`config.mk`:
```
export PLATFORM = sky130hd
export DESIGN_NAME = cond_unit
export DESIGN_NICKNAME = d
export VERILOG_FILES = /design/src/rtl/cond_unit.sv
export SDC_FILE = /design/constraint.sdc
export NUM_CORES = 1
export LEC_CHECK = 0
export BUFFER_PORTS_ARGS = -buffer_cell sky130_fd_sc_hd__buf_2
export CAP_MARGIN = 20
export CORE_MARGIN = 2
export CORE_UTILIZATION = 40
export CTS_CLUSTER_DIAMETER = 120
export DETAILED_ROUTE_END_ITERATION = 12
export GPL_ROUTABILITY_DRIVEN = 0
export PLACE_DENSITY = 0.77
export SYNTH_ARGS = -nofsm -noshare
export SYNTH_HDL_FRONTEND = slang
export SYNTH_SLANG_ARGS = --single-unit
```
`constraint.sdc`:
```
create_clock -name clk -period 2 [get_ports clk]
set_input_delay 0.4 -clock clk [delete_from_list [all_inputs] [get_ports clk]]
set_output_delay 0.4 -clock clk [all_outputs]
set_load 0.05 [all_outputs]
```
`src/rtl/cond_unit.sv`:
```
// Execute-stage condition unit: holds the NZCV flags register, evaluates CondE,
// gates write/branch controls and registers them into Memory. Optional macro:
// COND_UNIT_ANNUL_COUNT_EN enables a saturating annulled-instruction counter.
module cond_unit #(
  parameter int unsigned CNT_W = 16
) (
  input  logic             clk,
  input  logic             reset_n,
  input  logic [3:0]       ALUFlags,
  input  logic [3:0]       CondE,
  input  logic             ValidE,
  input  logic [1:0]       FlagWriteE,
  input  logic             RegWriteE,
  input  logic             MemWriteE,
  input  logic             PCSrcE,
  input  logic             StallE,
  input  logic             FlushE,
  output logic             CondExE,
  output logic [3:0]       Flags,
  output logic             ValidM,
  output logic             RegWriteM,
  output logic             MemWriteM,
  output logic             PCSrcM,
  output logic [CNT_W-1:0] AnnulCount
);

  logic flag_n, flag_z, flag_c, flag_v;
  logic pass;

  assign {flag_n, flag_z, flag_c, flag_v} = Flags;

  // Condition decode reads the committed flags register only, never ALUFlags
  always_comb begin
    CondExE = 1'b0;
    case (CondE)
      4'b0000: CondExE = flag_z;
      4'b0001: CondExE = ~flag_z;
      4'b0010: CondExE = flag_c;
      4'b0011: CondExE = ~flag_c;
      4'b0100: CondExE = flag_n;
      4'b0101: CondExE = ~flag_n;
      4'b0110: CondExE = flag_v;
      4'b0111: CondExE = ~flag_v;
      4'b1000: CondExE = flag_c & ~flag_z;
      4'b1001: CondExE = ~flag_c | flag_z;
      4'b1010: CondExE = (flag_n == flag_v);
      4'b1011: CondExE = (flag_n != flag_v);
      4'b1100: CondExE = ~flag_z & (flag_n == flag_v);
      4'b1101: CondExE = flag_z | (flag_n != flag_v);
      4'b1110: CondExE = 1'b1;
      default: CondExE = 1'b0;
    endcase
  end

  assign pass = ValidE & ~FlushE & CondExE;

  // Flags register: NZ and CV halves load independently
  always_ff @(posedge clk or negedge reset_n) begin
    if (!reset_n) begin
      Flags <= 4'b0000;
    end else if (!StallE && pass) begin
      if (FlagWriteE[1]) Flags[3:2] <= ALUFlags[3:2];
      if (FlagWriteE[0]) Flags[1:0] <= ALUFlags[1:0];
    end
  end

  // Memory-stage register; flush wins over stall
  always_ff @(posedge clk or negedge reset_n) begin
    if (!reset_n) begin
      ValidM    <= 1'b0;
      RegWriteM <= 1'b0;
      MemWriteM <= 1'b0;
      PCSrcM    <= 1'b0;
    end else if (FlushE) begin
      ValidM    <= 1'b0;
      RegWriteM <= 1'b0;
      MemWriteM <= 1'b0;
      PCSrcM    <= 1'b0;
    end else if (!StallE) begin
      ValidM    <= ValidE;
      RegWriteM <= RegWriteE & pass;
      MemWriteM <= MemWriteE & pass;
      PCSrcM    <= PCSrcE & pass;
    end
  end

`ifdef COND_UNIT_ANNUL_COUNT_EN
  logic annul;

  assign annul = ValidE & ~FlushE & ~CondExE;

  // Saturating count of real instructions killed by their condition
  always_ff @(posedge clk or negedge reset_n) begin
    if (!reset_n) begin
      AnnulCount <= '0;
    end else if (!StallE && annul && (AnnulCount != {CNT_W{1'b1}})) begin
      AnnulCount <= AnnulCount + CNT_W'(1);
    end
  end
`else
  assign AnnulCount = '0;
`endif

endmodule

```
## Word-level counts from Yosys, hierarchy flattened

Cells that the tools add are included.

| word-level totals | value |
|---|---|
| word-level logic and storage cells | 51 |
| input port bits | 18 |
| register bits after elaboration | 8 |

| cells by class | value |
|---|---|
| reductions and logical operators | 5 |
| equality and inequality tests | 17 |
| multiplexer cells | 9 |
| bitwise gates (word level) | 14 |

Operators with widths:

| cell | number |
|---|---|
| $eq A4 B4 Y1 const B | 7 |
| $eq A4 B3 Y1 const B | 4 |
| $pmux W1 S15 | 1 |
| $eq A4 B2 Y1 const B | 2 |
| $mux W1 | 8 |
| $and A1 B1 Y1 | 7 |
| $not A1 Y1 | 5 |
| $eq A4 B1 Y1 const B | 1 |
| $logic_not A4 Y1 | 1 |
| $reduce_and A2 Y1 | 2 |
| $ne A2 B1 Y1 const B | 1 |
| $or A1 B1 Y1 | 2 |
| $eq A1 B1 Y1 | 1 |
| $logic_and A1 B1 Y1 | 1 |
| $logic_not A1 Y1 | 1 |
| $ne A1 B1 Y1 | 1 |

## Depth between registers and ports, before layout

| depth | value |
|---|---|
| word-level depth | 7 |
| depth in mapped cells | 6 |
| mapped depth without buffers | 5 |

## Least setup slack after synthesis

Ideal clock, no wire load.

| timing | value |
|---|---|
| path kind | register to register |
| from | register Flags[0] |
| to | register MemWriteM |
| arrival time | 2.288 ns |
| library setup time | 0.123 ns |
| stages on the path, launching flop included | 6 |
| buffers on the path | 0 |
| setup slack | -0.411 ns |
| cells stage by stage | dfrtp_1 -> xnor2_1 -> o32ai_1 -> o311ai_1 -> nand3_1 -> a32o_1 |

| between the ends | value |
|---|---|
| word-level cells in the longest chain between the ends | 7 |
| elaborated cells on any way between the ends | 10 |
| classes of those cells | eq/ne: 2; mux: 3; bitwise: 5 |

Ends and longest elaborated chain:

| item | RTL line | text |
|---|---|---|
| start, declared | 19 | `output logic [3:0] Flags,` |
| start signal, assigned | 63 | `if (FlagWriteE[0]) Flags[1:0] <= ALUFlags[1:0];` |
| $ne A1 B1 Y1 or $eq A1 B1 Y1 (tied branches) | n/a |  |
| $or A1 B1 Y1 or $and A1 B1 Y1 (tied branches) | 49, 48 |  |
| $pmux W1 S15 * | 35 | `case (CondE)` |
| net CondExE | 18 | `output logic CondExE,` |
| $and A1 B1 Y1 * | 55 | `assign pass = ValidE & ~FlushE & CondExE;` |
| $and A1 B1 Y1 * | 82 | `MemWriteM <= MemWriteE & pass;` |
| $mux W1 * | 79 | `end else if (!StallE) begin` |
| $mux W1 * | 74 | `end else if (FlushE) begin` |
| end signal, assigned | 82 |  |
| end, declared | 22 | `output logic MemWriteM,` |

Mark *: on every way through the listed nets, which the timed path passes. The rest lies on a longest branch. The select of a mux whose other input is x is not followed.
A chain may end at the register's enable or synchronous reset.

## Worst setup path after layout

| timing | value |
|---|---|
| from | register Flags[3] |
| to | output CondExE |

| between the ends | value |
|---|---|
| word-level cells in the longest chain between the ends | 3 |
| elaborated cells on any way between the ends | 6 |
| classes of those cells | eq/ne: 2; mux: 1; bitwise: 3 |

Ends and longest elaborated chain:

| item | RTL line | text |
|---|---|---|
| start signal, assigned | 62 | `if (FlagWriteE[1]) Flags[3:2] <= ALUFlags[3:2];` |
| $ne A1 B1 Y1 or $eq A1 B1 Y1 (tied branches) | n/a |  |
| $or A1 B1 Y1 or $and A1 B1 Y1 (tied branches) | 49, 48 |  |
| $pmux W1 S15 * | 35 |  |
| end, declared | 18 |  |

Mark *: on every way between the ends. The rest lies on a longest branch, timed or not.

==> out/metrics.cfg <==
[status]
status = finished with violations
violations = setup timing

[floorplanning]
die_height_microns = 43.9
die_area_sq_um = 1930
rows = 14
die_w_microns = 43.9
ios = 43
initial_core_util_pct = 42.4
coreArea_sq_um = 1510

[placement]
post_dp_cell_area_sq_um = 759
portBuffers = 26
hpwl_mm = 1.04
dp.cells = 112

[synthesis]
syn_area_sq_um = 638
syn_inst = 68
synth.avg_cell_area_sq_um = 9.38
yosys_warnings = 0
yosysSeqAreaShare_pct = 31.4
ys_ff_latch = 8
yosysUniqueCellTypes = 26

[drt]
drt_drc_violations_left = 0
routed_via_density = 4.76
vias = 557
drt_iter0_markers = 6
postRouteAntennaNets = 0
dr.pass1.iters = 3
post_drt_wl_per_cell_microns = 10.6
wl_mm = 1.24

[min_path]
whs_path_depth = 2
hold-path-endpoint = ValidM
min_from = FlushE
hold_class = in -> reg

[worst_setup_path]
r2r_slack_ns = 0.07
critPathKind = reg -> out
r2r_cells = 5
critPathLaunchType = flip-flop
r2r_end = Flags[0]
cp_data_arrival_time_ns = 1.69
required_ns = 1.60
r2r_start = Flags[3]
cp_max_fo = 4
end_kind = primary output

[layout]
nNetsFinal = 120
insertedDiodeCount = 0
n_fill_cell = 154
drive_gt1_share_pct = 39.6
area_growth_pct = 28.4
fin_area_sq_um = 820
instances_no_fill = 117

[global_route]
grt_max_degree = 9
grt_pass1_vias = 511
globalRouteOverflowTotal = 0
grt_use_total_pct = 13.9
antenna_found_initial = 0
grt_pass1_wl_mm = 2.04

[power_and_ir_drop]
pwr-share-comb_pct = 58.4
leakagePower_nw = 0.419
p_sw_uw = 477
clkPwrFrac_pct = 13.2
p_int_uw = 481
vdd_drop_max_v = 0.000746
seq_power_share_pct = 28.4
finalPower_uw = 958
powerDensity_nw_per_um2 = 1170
p_sw_share_pct = 49.8

[timing]
period_share_pct = 104
rsz0062_at_grt = yes
fin_setup_tns_ns = -0.0890
fin_ws_ns = -0.0890
fin_skew_ns = 0.0114
max_freq_ghz = 0.479
hold_viol = 0
maxSlewViolCount = 0
final.min_clock_period_ns = 2.09
worst_hold_slack_ns = 0.329
setup_viol_count_final = 1

[clock_network]
clk_latency_ns = 0.25
cts_sinks = 8
post_cts_buffers = 0
root_buffer = clkbuf_4
h-tree-depth = 1
cts_inserted_buffers = 3
tritoncts = built
clk_pin_slew_ns = 0.06
clockBufferDepth = 2

[job]
drv_cap = 0

## power groups by stage
| stage | sequential, mW | combinational [mW] | clock, mW |
|---|---|---|---|
| 2_1_floorplan | 0.401 | 0.287 | 0 |
| 3_3_place_gp | 0.267 | 0.521 | 0 |
| 3_5_place_dp | 0.271 | 0.529 | 0 |
| 4_1_cts | 0.268 | 0.552 | 0.134 |
| 5_1_grt | 0.283 | 0.596 | 0.141 |
| 6_report | 0.272 | 0.560 | 0.127 |
## cell usage after synthesis
cell type / count / area, sq um
or2b_1: 1 / 7.51
o32a_1: 2 / 20.0
and2_1: 1 / 6.26
nand2b_1: 3 / 18.8
o21ai_0: 1 / 5.00
nand2_1: 5 / 18.8
and3_1: 1 / 6.26
inv_1: 1 / 3.75
nor3b_1: 1 / 7.51
mux2_1: 4 / 45.0
a21oi_1: 2 / 10.0
nor2b_1: 1 / 6.26
xnor2_1: 3 / 26.3
a32o_1: 3 / 30.0
o32ai_1: 1 / 8.76
xor2_1: 2 / 17.5
buf_4: 16 / 120
a31oi_1: 2 / 12.5
nand3b_1: 1 / 7.51
buf_6: 1 / 11.3
nand3_1: 2 / 10.0
nor2_1: 3 / 11.3
conb_1: 1 / 3.75
o311ai_1: 1 / 8.76
mux2_4: 1 / 15.0
dfrtp_1: 8 / 200
## routing by layer
metal / up-vias / global-route usage [%] / share of wire [%]
met1: 252 / 16.5 / 39
li1: 273 / - / -
met4: 0 / 5.45 / 0.32
met5: - / 0 / 0
met3: 2 / 2.08 / 10
met2: 30 / 24.7 / 50
## sequential cells by signal, indices dropped and copies added, names as in the netlist
name / flops
ValidM: 1
PCSrcM: 1
MemWriteM: 1
RegWriteM: 1
Flags: 4
## through the flow
stage / util [%] / setup slack (ns)
after floorplan: - / 0.00817
after global placement: 50.4 / -0.00422
after detailed placement: 50.4 / -0.0382
after CTS: 53.9 / -0.0852
after global routing: 54.4 / -0.155
final: 54.4 / -0.0890
## worst max path at each step
stage / from / to / slack, ns / depth (start not counted)
2_1_floorplan: Flags[3] / MemWriteM / 0.008 / 5
6_report: Flags[3] / CondExE / -0.09 / 5
3_5_place_dp: CondE[0] / Flags[1] / -0.04 / 6
4_1_cts: Flags[3] / CondExE / -0.09 / 5
3_3_place_gp: CondE[0] / CondExE / -0.004 / 6
5_1_grt: Flags[3] / CondExE / -0.16 / 5
## worst max-delay path: stages (launching register included)
cell	delay, ns
dfrtp_2	0.44
xnor2_1	0.15
mux2_4	0.26
o32a_1	0.33
nand3_2	0.10
buf_6	0.16
## final cells by class
| type | instances | area [sq um] | share of cell area, % |
|---|---|---|---|
| multi-input combinational | 57 | 389 | 47.5 |
| sequential | 8 | 204 | 24.9 |
| timing repair buffer | 31 | 176 | 21.5 |
| clock buffer | 4 | 26.3 | 3.21 |
| inverter | 1 | 3.75 | 0.458 |
| tap | 16 | 20.0 | 2.44 |
## placed cells by master, fill, tap and decap left out, types with 2 or more instances in the layout
cell      netlist  layout
o32a_1          2       2
dfrtp_1         8       5
mux2_1          4       4
nor2_1          3       3
nand2_1         5       5
dfrtp_2         0       3
a32o_1          3       3
xor2_1          2       2
a31oi_1         2       2
nand2b_1        3       3
buf_4          16       4
clkbuf_4        0       3
buf_2           0      25
a21oi_1         2       2
xnor2_1         3       2
conb_1          1      16
## repair_timing
action,CTS,global route
endpoints found under the hold margin,8,0
pin swaps,1,1
gates resized for setup,3,1
hold buffers,1,0
setup endpoints to repair,1,1
gates cloned,0,0
## kinds of logic after synthesis
family	share of synthesized area (%)
and+or+nand+nor	15.7
buffers and inverters	21.2
AOI/OAI and AO/OA	14.9
DFF	31.4
xor gates and xnor gates	6.86
muxes	9.41
other	0.588
(Power assumes the default switching activity.)
